File: src/rtl/e203_exu_pkg.sv
// Shared execution-unit types and helpers: OITF entry payload and
// pointer/wrap-flag increment.
package e203_exu_pkg;

  localparam int unsigned OITF_DEPTH_DFLT = 2;
  localparam int unsigned RFIDX_WIDTH     = 5;
  localparam int unsigned PC_SIZE         = 32;

  typedef struct packed {
    logic                   rdwen;
    logic                   rdfpu;
    logic [RFIDX_WIDTH-1:0] rdidx;
    logic [PC_SIZE-1:0]     pc;
  } oitf_entry_t;

  // Returns {next_flg, next_ptr}; the flag toggles when the pointer wraps to 0.
  function automatic logic [32:0] ptr_inc(input logic [31:0] ptr,
                                          input logic        flg,
                                          input int unsigned depth);
    logic [32:0] nxt;
    if (ptr == 32'(depth - 1)) begin
      nxt = {~flg, 32'd0};
    end else begin
      nxt = {flg, ptr + 32'd1};
    end
    return nxt;
  endfunction

  // True when a pending entry writes the register named by a dispatch operand.
  function automatic logic rd_hit(input oitf_entry_t            ent,
                                  input logic                   en,
                                  input logic [RFIDX_WIDTH-1:0] idx,
                                  input logic                   fpu);
    return en & ent.rdwen & (ent.rdidx == idx) & (ent.rdfpu == fpu);
  endfunction

endpackage

File: src/rtl/e203_exu_oitf_ptr.sv
// Circular-buffer pointer with wrap flag; advances by one when enabled.
module e203_exu_oitf_ptr
  import e203_exu_pkg::*;
#(
  parameter int unsigned DEPTH = OITF_DEPTH_DFLT,
  parameter int unsigned W     = $clog2(DEPTH)
) (
  input  logic         clk,
  input  logic         rst,
  input  logic         ena,
  output logic [W-1:0] ptr,
  output logic         flg
);

  logic [32:0] nxt_c;

  assign nxt_c = ptr_inc(32'(ptr), flg, DEPTH);

  always_ff @(posedge clk) begin
    if (rst) begin
      ptr <= '0;
      flg <= 1'b0;
    end else if (ena) begin
      ptr <= W'(nxt_c[31:0]);
      flg <= nxt_c[32];
    end
  end

endmodule

File: src/rtl/e203_exu_oitf_trk.sv
// Outstanding Instruction Track FIFO: tracks in-flight long-pipe ops, feeds
// the oldest one to write-back and flags RAW/WAW hazards to dispatch.
module e203_exu_oitf_trk
  import e203_exu_pkg::*;
#(
  parameter int unsigned DEPTH   = OITF_DEPTH_DFLT,
  parameter int unsigned ITAG_W  = $clog2(DEPTH),
  parameter int unsigned RFIDX_W = RFIDX_WIDTH,
  parameter int unsigned PC_W    = PC_SIZE
) (
  input  logic               clk,
  input  logic               rst,

  input  logic               dis_ena,
  output logic               dis_ready,
  output logic [ITAG_W-1:0]  dis_ptr,

  input  logic               disp_i_rdwen,
  input  logic [RFIDX_W-1:0] disp_i_rdidx,
  input  logic               disp_i_rdfpu,
  input  logic [PC_W-1:0]    disp_i_pc,
  input  logic               disp_i_rs1en,
  input  logic               disp_i_rs2en,
  input  logic               disp_i_rs3en,
  input  logic [RFIDX_W-1:0] disp_i_rs1idx,
  input  logic [RFIDX_W-1:0] disp_i_rs2idx,
  input  logic [RFIDX_W-1:0] disp_i_rs3idx,
  input  logic               disp_i_rs1fpu,
  input  logic               disp_i_rs2fpu,
  input  logic               disp_i_rs3fpu,

  output logic               oitfrd_match_disprs1,
  output logic               oitfrd_match_disprs2,
  output logic               oitfrd_match_disprs3,
  output logic               oitfrd_match_disprd,

  input  logic               oitf_ret_ena,
  output logic [ITAG_W-1:0]  oitf_ret_ptr,
  output logic [RFIDX_W-1:0] oitf_ret_rdidx,
  output logic [PC_W-1:0]    oitf_ret_pc,
  output logic               oitf_ret_rdwen,
  output logic               oitf_ret_rdfpu,
  output logic               oitf_empty
);

  logic [ITAG_W-1:0] alc_ptr;
  logic [ITAG_W-1:0] ret_ptr;
  logic              alc_flg;
  logic              ret_flg;
  logic              ptr_eq;
  logic              full;
  logic              empty;
  logic              alc_ena;
  logic              ret_ena;

  oitf_entry_t       ent_q [DEPTH];
  logic [DEPTH-1:0]  vld_q;
  oitf_entry_t       dis_ent;
  oitf_entry_t       ret_ent;

  e203_exu_oitf_ptr #(
    .DEPTH (DEPTH),
    .W     (ITAG_W)
  ) u_alc_ptr (
    .clk (clk),
    .rst (rst),
    .ena (alc_ena),
    .ptr (alc_ptr),
    .flg (alc_flg)
  );

  e203_exu_oitf_ptr #(
    .DEPTH (DEPTH),
    .W     (ITAG_W)
  ) u_ret_ptr (
    .clk (clk),
    .rst (rst),
    .ena (ret_ena),
    .ptr (ret_ptr),
    .flg (ret_flg)
  );

  // Equal pointers mean empty or full; the wrap flags tell which.
  assign ptr_eq    = (alc_ptr == ret_ptr);
  assign empty     = ptr_eq & (alc_flg == ret_flg);
  assign full      = ptr_eq & (alc_flg != ret_flg);
  assign alc_ena   = dis_ena & ~full;
  assign ret_ena   = oitf_ret_ena & ~empty;

  assign dis_ready  = ~full;
  assign dis_ptr    = alc_ptr;
  assign oitf_empty = empty;

  assign dis_ent.rdwen = disp_i_rdwen;
  assign dis_ent.rdfpu = disp_i_rdfpu;
  assign dis_ent.rdidx = RFIDX_WIDTH'(disp_i_rdidx);
  assign dis_ent.pc    = PC_SIZE'(disp_i_pc);

  // Entry storage; alloc and retire never target the same slot in one cycle.
  always_ff @(posedge clk) begin
    if (rst) begin
      vld_q <= '0;
      for (int unsigned i = 0; i < DEPTH; i++) begin
        ent_q[i] <= '0;
      end
    end else begin
      if (alc_ena) begin
        vld_q[alc_ptr] <= 1'b1;
        ent_q[alc_ptr] <= dis_ent;
      end
      if (ret_ena) begin
        vld_q[ret_ptr] <= 1'b0;
      end
    end
  end

  assign ret_ent        = ent_q[ret_ptr];
  assign oitf_ret_ptr   = ret_ptr;
  assign oitf_ret_rdidx = RFIDX_W'(ret_ent.rdidx);
  assign oitf_ret_pc    = PC_W'(ret_ent.pc);
  assign oitf_ret_rdwen = ret_ent.rdwen;
  assign oitf_ret_rdfpu = ret_ent.rdfpu;

  // Hazard flags include an entry that is retiring this very cycle.
  always_comb begin
    oitfrd_match_disprs1 = 1'b0;
    oitfrd_match_disprs2 = 1'b0;
    oitfrd_match_disprs3 = 1'b0;
    oitfrd_match_disprd  = 1'b0;
    for (int unsigned i = 0; i < DEPTH; i++) begin
      if (vld_q[i]) begin
        oitfrd_match_disprs1 |= rd_hit(ent_q[i], disp_i_rs1en,
                                       RFIDX_WIDTH'(disp_i_rs1idx), disp_i_rs1fpu);
        oitfrd_match_disprs2 |= rd_hit(ent_q[i], disp_i_rs2en,
                                       RFIDX_WIDTH'(disp_i_rs2idx), disp_i_rs2fpu);
        oitfrd_match_disprs3 |= rd_hit(ent_q[i], disp_i_rs3en,
                                       RFIDX_WIDTH'(disp_i_rs3idx), disp_i_rs3fpu);
        oitfrd_match_disprd  |= rd_hit(ent_q[i], disp_i_rdwen,
                                       RFIDX_WIDTH'(disp_i_rdidx), disp_i_rdfpu);
      end
    end
  end

endmodule

File: config.mk
export PLATFORM = sky130hd
export DESIGN_NAME = e203_exu_oitf_trk
export DESIGN_NICKNAME = d
export VERILOG_FILES = /design/src/rtl/e203_exu_pkg.sv /design/src/rtl/e203_exu_oitf_ptr.sv /design/src/rtl/e203_exu_oitf_trk.sv
export SDC_FILE = /design/constraint.sdc
export NUM_CORES = 1
export LEC_CHECK = 0
export CORE_MARGIN = 3
export CORE_UTILIZATION = 51
export DETAILED_ROUTE_END_ITERATION = 8
export PLACE_DENSITY_LB_ADDON = 0.08
export SYNTH_ARGS = -nofsm -noshare
export SYNTH_HDL_FRONTEND = slang
export SYNTH_SLANG_ARGS = --single-unit
File: constraint.sdc
create_clock -name clk -period 3.95 [get_ports clk]
set_clock_uncertainty 0.05 [all_clocks]
set_input_delay 0.395 -clock clk [delete_from_list [all_inputs] [get_ports clk]]
set_output_delay 0.395 -clock clk [all_outputs]
set_load 0.005 [all_outputs]
==> flow_summary.json, run 1 <==
{
  "status": "complete, no violations",
  "fin_crit_ns": 2.71,
  "maxCapViolations": 0,
  "ys_top_cells_by_area": "edfxtp_1 (54%), mux2_2 (10%), xnor2_1 (7.7%)",
  "ys_types": 31,
  "async_flop_share": 0,
  "p_leak_nw": 2.19,
  "antenna_cells": 0,
  "crit_required_ns": 3.50,
  "cts_hold_buf": 0,
  "synth_seq_area_share": 0.574,
  "drtIter0Drc": 172,
  "critPathMaxFanout": 5,
  "vias": 2870,
  "syn2layout_area_growth_pct": 30.5,
  "fp-row-count": 32,
  "die-area_um2": 9620,
  "clk_pin_slew_ns": 0.08,
  "fin_util": 0.709,
  "netlist_area_um2": 4330,
  "die_w_um": 98.1,
  "wl_per_cell_um": 17.5,
  "setup_tns_ns": 0,
  "yosysWarnings": 0,
  "tightest_slew_ns": 1.01,
  "max-slew-margin-rel": 0.328,
  "synthCells": 333,
  "gp_congestion": 0.831,
  "drc": 0,
  "ys.flop_type": "edfxtp_1",
  "syn_area_per_cell_um2": 13.0,
  "worst-setup-path-type": "flop to primary output",
  "crit_family": "simple AND/OR/NAND/NOR gates",
  "htreeDepth": 3,
  "grt_pass1_vias": 2983,
  "start_kind": "flop",
  "io_pins": 111,
  "grt-ovfl-total": 0,
  "start_util": 0.543,
  "dpl.hpwl_um": 6080,
  "hold_path.class": "flop to flop",
  "cp-end-kind": "primary output",
  "synth_edf_count": 78,
  "clock_sinks": 85,
  "drv_slew": 0,
  "rsz0062_at_grt": "no",
  "grt_antenna_before_repair": 0,
  "postCtsSetupBuffers": 0,
  "arrival_ns": 2.26,
  "tritoncts": "done",
  "yosys.area.top_type": "edfxtp_1",
  "crit_path_max_incr_delay_ns": 0.54,
  "ys_seq_elements": 85,
  "drive_gt1_frac": 0.145,
  "crit_chain": "xor2_1, nor4_1, nand4_1, o21ai_0, clkdlybuf4s50_1",
  "chipHeight_um": 98.1,
  "power_density_nw_per_um2": 446,
  "core_um2": 7970,
  "synth.top_cell.area_share": 0.542,
  "grt_pass1_wl_um": 15100,
  "finalSetupViolations": 0,
  "critPathBufInv": 1,
  "track_usage": 0.199,
  "ant_nets": 0,
  "cp_slowest_cell": "clkdlybuf4s50_1",
  "grt_max_degree": 42,
  "insertion_delay_ns": 0.34,
  "clockBufferDepth": 2,
  "nets": 493,
  "finalCritPeriodShare": 0.686,
  "drt-total-wl_um": 9390,
  "synth.net_count": 398,
  "cts_root_buf": "clkbuf_8",
  "drt_first_pass_iters": 4,
  "numCtsBuffers": 9,
  "vias_per_cell": 5.36,
  "cts_resized": 0,
  "ir_worst_vdd_v": 0.000327,
  "finalHoldViolations": 0,
  "placement.io_buffers": 110,
  "max_clock_freq_mhz": 369
}
-- power breakdown --
part | switching, W | internal, W
sequential | 0.000114 | 0.00110
combinational | 0.000241 | 0.000448
clock | 0.000303 | 0.000311
-- path summary, 6_finish.rpt --
check / slack, ns / end / startpoint / depth (start not counted)
worst max-delay path: 1.24 / oitfrd_match_disprs1 / ent_q[1][36] / 5
worst min-delay path: 0.43 / vld_q[0] / vld_q[0] / 2
worst max register to register: 1.72 / ent_q[0][23] / u_ret_ptr.ptr / 3
worst min register to register: 0.43 / vld_q[0] / vld_q[0] / 2
-- routing by layer --
layer / track usage / wire length (um) / vias up / part of all wire
met5: 0 / 0 / - / 0
met4: 0.0618 / 136 / 0 / 0.014
met3: 0.0400 / 454 / 10 / 0.048
met2: 0.347 / 4910 / 82 / 0.52
met1: 0.250 / 3890 / 1402 / 0.41
li1: - / - / 1376 / -
-- synth_stat cells (2+ instances only) --
master     n
xnor2_1   38
inv_1      5
o21ai_0    4
nand4_1   14
buf_6      4
xor2_1    13
nand2_1    4
and3_1    39
nor4_1     2
and2_1    41
a21oi_1    3
nor2_1     5
edfxtp_1  78
buf_1      2
o22ai_1    2
clkbuf_1  19
dfxtp_1    7
buf_2      2
mux2_2    39
-- logic make-up (layout without fill, tap and decap cells) --
group           count (synthesis)  in the layout  share of synthesized area
xor+xnor                       52             52                      0.107
flops                          85             85                      0.574
compound gates                 12             12                     0.0191
fa+ha+maj                       1              1                    0.00289
mux                            40             40                      0.104
simple gates                  110            110                      0.157
buf+inv                        33            133                     0.0364
-- worst min-delay path, delay by kind of cell (launching register included) --
kind,cells,cell delay (ns)
flip-flops,1,0.31
buffers and inverters,1,0.05
AO/OA/AOI/OAI,1,0.07
-- area by class of cell --
cell class                 instances  area [um^2]
tap                              102          128
clock inverter                     5         58.8
multi-input combinational        215         1700
clock buffer                      11          141
fill                             585         2320
inverter                           5         18.8
sequential                        85         2480
timing repair buffer             112         1120
-- layout by cell type, fill, tap and decap left out --
cell type        instances
nand4_1                 14
nor4_1                   2
buf_4                    2
a21oi_4                  1
a21oi_1                  2
nor2b_1                  1
bufinv_16                1
xnor2_1                 38
nand2_2                  1
inv_1                    5
clkinvlp_4               1
nand3_1                  1
clkbuf_1                 1
nor2_8                   1
xor2_2                   1
and2_1                  41
xor2_1                  13
a211o_4                  1
clkinv_4                 1
nand2b_1                 1
o21ai_0                  4
and3_1                  39
clkbuf_8                10
o22ai_1                  2
inv_6                    1
mux2i_1                  1
or2_2                    1
nand2_1                  3
a31o_2                   1
edfxtp_1                78
ha_1                     1
mux2_2                  39
clkdlybuf4s50_1        110
dfxtp_1                  6
clkinv_1                 1
dfxtp_2                  1
nor2_1                   5
a221oi_1                 1
-- flip-flops by register name (all words and copies together), names as in the netlist, named ones only --
name,cells
u_alc_ptr.ptr,1
u_alc_ptr.flg,1
vld_q,2
ent_q,78
u_ret_ptr.flg,1
u_ret_ptr.ptr,1
-- through the flow --
step                      worst slack [ns]  total power (W)  instance area, um^2  std cells  hold WS (ns)
final                                 1.24          0.00252                 5650        535         0.433
after global routing                  1.14          0.00265                 5650        535         0.454
after CTS                             1.23          0.00254                 5650        535         0.436
after detailed placement              1.37          0.00193                 5450        519         0.425
after global placement                1.41          0.00192                 5450        519         0.438
after floorplan                       1.72          0.00156                 4330        333         0.384
No activity file was read; power rests on OpenSTA's default activity.
==> inputs of run 2 (changes only) <==
--- a/config.mk
+++ b/config.mk
@@ -6,7 +6,7 @@
 export NUM_CORES = 1
 export LEC_CHECK = 0
 export CORE_MARGIN = 3
-export CORE_UTILIZATION = 51
+export CORE_UTILIZATION = 44
 export DETAILED_ROUTE_END_ITERATION = 8
 export PLACE_DENSITY_LB_ADDON = 0.08
 export SYNTH_ARGS = -nofsm -noshare
==> constraint.sdc (replaced) <==
create_clock -name clk -period 2.2 [get_ports clk]
set_clock_uncertainty 0.05 [all_clocks]
set_input_delay 0.22 -clock clk [delete_from_list [all_inputs] [get_ports clk]]
set_output_delay 0.22 -clock clk [all_outputs]
set_load 0.005 [all_outputs]
==> flow_summary.json, run 2 (synthesized netlist as in run 1, its figures left out) <==
{
  "status": "complete, no violations",
  "crit_end": "oitfrd_match_disprs1",
  "numCtsBuffers": 9,
  "critPathMaxFanout": 3,
  "cp-end-kind": "primary output",
  "stdcell_count": 584,
  "whs_ns": 0.420,
  "p_seq_frac": 0.456,
  "vias": 2928,
  "grt-ovfl-total": 0,
  "antenna_cells": 0,
  "r2r_slack_ns": 0.43,
  "drc": 0,
  "drv_slew": 0,
  "fin_crit_ns": 2.13,
  "p_leak_nw": 2.33,
  "ant_nets": 0,
  "rr_endpoint": "ent_q[0][6]",
  "clkPwrFrac": 0.235,
  "largest_reg_flops": 78,
  "drive_gt1_frac": 0.193,
  "maxCapViolations": 0,
  "chipHeight_um": 105,
  "clockBufferDepth": 2,
  "layout_common_cells": "clkdlybuf4s50_1 (106), edfxtp_1 (78), and2_1 (41)",
  "arrival_ns": 1.86,
  "io_pins": 111,
  "grt_antenna_before_repair": 0,
  "insertion_delay_ns": 0.34,
  "clk_pin_slew_ns": 0.08,
  "dpl_worst_slack_ns": -0.00539,
  "mostFrequentLayoutCell": "clkdlybuf4s50_1",
  "setup_tns_ns": 0,
  "clock_sinks": 85,
  "finalCritPeriodShare": 0.967,
  "grt_pass1_vias": 3138,
  "fin_util": 0.628,
  "finalSetupViolations": 0,
  "die_w_um": 105,
  "reg_top3": "ent_q x78, vld_q x2",
  "intPower_w": 0.00340,
  "vias_per_cell": 5.01,
  "nets": 515,
  "cts_root_buf": "clkbuf_8",
  "place_inst": 563,
  "max_clock_freq_mhz": 470,
  "tritoncts": "done",
  "rsz0062_at_grt": "no",
  "die-area_um2": 11100,
  "start_kind": "flop",
  "drt-total-wl_um": 9650,
  "setup_ws_ns": 0.0728,
  "dpl.hpwl_um": 6790,
  "netSwitchingFraction": 0.264,
  "finalHoldViolations": 0,
  "hold_path.class": "flop to flop",
  "track_usage": 0.182,
  "start_util": 0.459,
  "placement.io_buffers": 110,
  "worst-setup-path-type": "flop to primary output",
  "r2r_start": "u_ret_ptr.ptr",
  "drtIter0Drc": 81,
  "drt_first_pass_iters": 4,
  "core_um2": 9420,
  "cts_hold_buf": 0,
  "crit_required_ns": 1.93,
  "tightest_slew_ns": 0.407,
  "wl_per_cell_um": 16.5,
  "power.share.combinational": 0.308,
  "largest-register": "ent_q",
  "syn2layout_area_growth_pct": 36.8,
  "rr_worst_depth": 5,
  "power_density_nw_per_um2": 780,
  "max-slew-margin-rel": 0.728,
  "htreeDepth": 3,
  "critPathLaunch": "ent_q[1][33]",
  "ir_worst_vdd_v": 0.000327,
  "power_switching_w": 0.00122,
  "grt_max_degree": 41,
  "gp_congestion": 0.836,
  "grt_pass1_wl_um": 15900,
  "fp-row-count": 35
}
-- run 2: critical path: stages (launching register included) --
cell	delay, ns
edfxtp_1	0.43
buf_4	0.16
xor2_1	0.16
nor4_2	0.30
nand4_1	0.12
o21ai_0	0.09
dlygate4sd2_1	0.26
-- run 2: worst min-delay path by stage --
stage	to	cells after the start	from	slack (ns)
after global placement	vld_q[0]	2	vld_q[0]	0.41
after detailed placement	vld_q[0]	2	vld_q[0]	0.41
after CTS	vld_q[0]	2	vld_q[0]	0.42
final	vld_q[0]	2	vld_q[0]	0.42
after floorplan	u_alc_ptr.flg	1	rst	0.24
after global routing	vld_q[0]	2	vld_q[0]	0.45
-- run 2: final cells by class --
type	count	area [um^2]
clock inverter	5	62.6
inverter	5	18.8
fill	772	3500
tap	129	161
sequential	85	2490
multi-input combinational	215	1720
clock buffer	11	131
timing repair buffer	134	1340
-- run 2: layer usage --
| metal | global-route usage | wire length, um | vias up |
|---|---|---|---|
| met4 | 0.0562 | 109 | 0 |
| met5 | 0 | 0 | - |
| li1 | - | - | 1422 |
| met1 | 0.223 | 4160 | 1424 |
| met2 | 0.327 | 5000 | 72 |
| met3 | 0.0284 | 383 | 10 |
-- run 2: timing repair --
item	4_1_cts	5_1_grt
setup endpoints to repair	14	1
endpoints found under the hold margin	0	0
resized for setup	7	1
buffers inserted	4	1
pin swaps	2	0
-- run 2: power by group through the flow --
stage          combinational (W)  sequential, W  clock (W)
6_report                 0.00142        0.00211    0.00109
5_1_grt                  0.00154        0.00213    0.00118
4_1_cts                  0.00144        0.00211    0.00112
3_5_place_dp             0.00142        0.00215          0
3_3_place_gp             0.00142        0.00214          0
2_1_floorplan           0.000735        0.00206          0
-- run 2: per-stage QoR --
step | total power, W | instance area [um^2]
after floorplan | 0.00279 | 4330
after global placement | 0.00356 | 5670
after detailed placement | 0.00357 | 5670
after CTS | 0.00467 | 5900
after global routing | 0.00485 | 5920
final | 0.00462 | 5920
==> inputs of run 3 (changes only) <==
--- a/config.mk
+++ b/config.mk
@@ -8,6 +8,7 @@
 export CORE_MARGIN = 3
 export CORE_UTILIZATION = 44
 export DETAILED_ROUTE_END_ITERATION = 8
+export MAX_ROUTING_LAYER = met4
 export PLACE_DENSITY_LB_ADDON = 0.08
 export SYNTH_ARGS = -nofsm -noshare
 export SYNTH_HDL_FRONTEND = slang
==> flow_summary.json, run 3 (synthesized netlist as in run 1, its figures left out) <==
{
  "finalCritPeriodShare": 0.966,
  "power_density_nw_per_um2": 780,
  "grt_max_degree": 41,
  "fin_crit_ns": 2.13,
  "grt_antenna_before_repair": 0,
  "core_um2": 9420,
  "nFillCells": 772,
  "largest-register": "ent_q",
  "drtIter0Drc": 86,
  "io_pins": 111,
  "ir_worst_vdd_v": 0.000328,
  "max-slew-margin-rel": 0.733,
  "track_usage": 0.187,
  "drc": 0,
  "largest_reg_flops": 78,
  "ant_nets": 0,
  "grt-ovfl-total": 0,
  "die-area_um2": 11100,
  "htreeDepth": 3,
  "finalHoldViolations": 0,
  "tightest_slew_ns": 0.400,
  "placement.io_buffers": 110,
  "drive_gt1_frac": 0.193,
  "rsz0062_at_grt": "no",
  "worst-setup-path-type": "flop to primary output",
  "hold_path.class": "flop to flop",
  "start_util": 0.459,
  "crit_required_ns": 1.93,
  "vias_per_cell": 5.08,
  "insertion_delay_ns": 0.34,
  "mostFrequentLayoutCell": "clkdlybuf4s50_1",
  "dpl.hpwl_um": 6790,
  "wl_per_cell_um": 16.5,
  "layout_common_cells": "clkdlybuf4s50_1 (106), edfxtp_1 (78), and2_1 (41)",
  "fp-row-count": 35,
  "start_kind": "flop",
  "status": "complete, no violations",
  "cp_slowest_cell": "edfxtp_1",
  "reg_top3": "ent_q x78, vld_q x2",
  "tritoncts": "done",
  "crit_chain": "buf_4, xor2_1, nor4_2, nand4_1, o21ai_0, dlygate4sd2_1",
  "maxCapViolations": 0,
  "drt-total-wl_um": 9650,
  "grt_pass1_wl_um": 15900,
  "whs_ns": 0.420,
  "clock_sinks": 85,
  "drv_slew": 0,
  "cp-end-kind": "primary output",
  "numCtsBuffers": 9,
  "stdcell_count": 584,
  "clockBufferDepth": 2,
  "clk_pin_slew_ns": 0.08,
  "chipHeight_um": 105,
  "cts_root_buf": "clkbuf_8",
  "syn2layout_area_growth_pct": 36.8,
  "grt_pass1_vias": 3133,
  "place_inst": 563,
  "nets": 515,
  "power_w": 0.00462,
  "finalSetupViolations": 0,
  "drt_first_pass_iters": 4,
  "vias": 2964,
  "arrival_ns": 1.86,
  "antenna_cells": 0,
  "gp_congestion": 0.849,
  "p_leak_nw": 2.33,
  "max_clock_freq_mhz": 470,
  "crit_path_max_incr_delay_ns": 0.43,
  "die_w_um": 105,
  "critPathMaxFanout": 3
}
==> run 3: cell counts in the layout (fill, tap and decap cells not counted) <==
Identical to the previous run, type by type.
==> run 3: through the flow <==
stage,setup WS [ns],utilization,area (um^2),TNS (ns)
global placement,0.00169,0.602,5670,0
floorplan,0.217,-,4330,0
global route,0.0192,0.628,5920,0
finish,0.0741,0.628,5920,0
detailed placement,-0.00539,0.602,5670,-0.00539
CTS,0.0652,0.627,5900,0
==> run 3: critical path: cells and delay by family (launching register included) <==
kind,cells,cell delay (ns)
buffers and inverters,2,0.42
XOR/XNOR,1,0.16
flip-flops,1,0.43
AND/OR/NAND/NOR,2,0.41
AO/OA/AOI/OAI,1,0.09
==> run 3: final cells by class <==
class	count	area, um^2	share of cell area
flip-flops and latches	85	2490	0.420
clock buffers	11	131	0.0222
clock inverters	5	62.6	0.0106
multi-input cells	215	1720	0.290
repair buffers	134	1340	0.226
inverters	5	18.8	0.00317
well taps	129	161	0.0273
==> run 3: path summary, 6_finish.rpt <==
path | slack (ns) | cells past startpoint | to | from
setup / recovery | 0.07 | 6 | oitfrd_match_disprs1 | ent_q[1][33]
hold / removal | 0.42 | 2 | vld_q[0] | vld_q[0]
setup reg to reg | 0.43 | 5 | ent_q[0][6] | u_ret_ptr.ptr
hold reg to reg | 0.42 | 2 | vld_q[0] | vld_q[0]
==> run 3: power by group <==
| group | internal, W | switching, W | leakage (nW) |
|---|---|---|---|
| clock network | 0.000530 | 0.000557 | 0.0897 |
| registers | 0.00198 | 0.000130 | 0.888 |
| logic | 0.000890 | 0.000532 | 1.35 |
==> run 3: what timing repair did <==
action	4_1_cts	5_1_grt
setup endpoints to repair	14	1
setup buffers	4	1
hold buffers	0	0
pin swaps	2	0
gates resized for setup	7	1
==> run 3: layer usage <==
layer	part of all wire	vias to the layer above	global-route usage
li1	-	1422	-
met2	0.52	75	0.325
met1	0.43	1458	0.227
met4	0.011	0	0.0562
met5	0	-	-
met3	0.040	9	0.0253
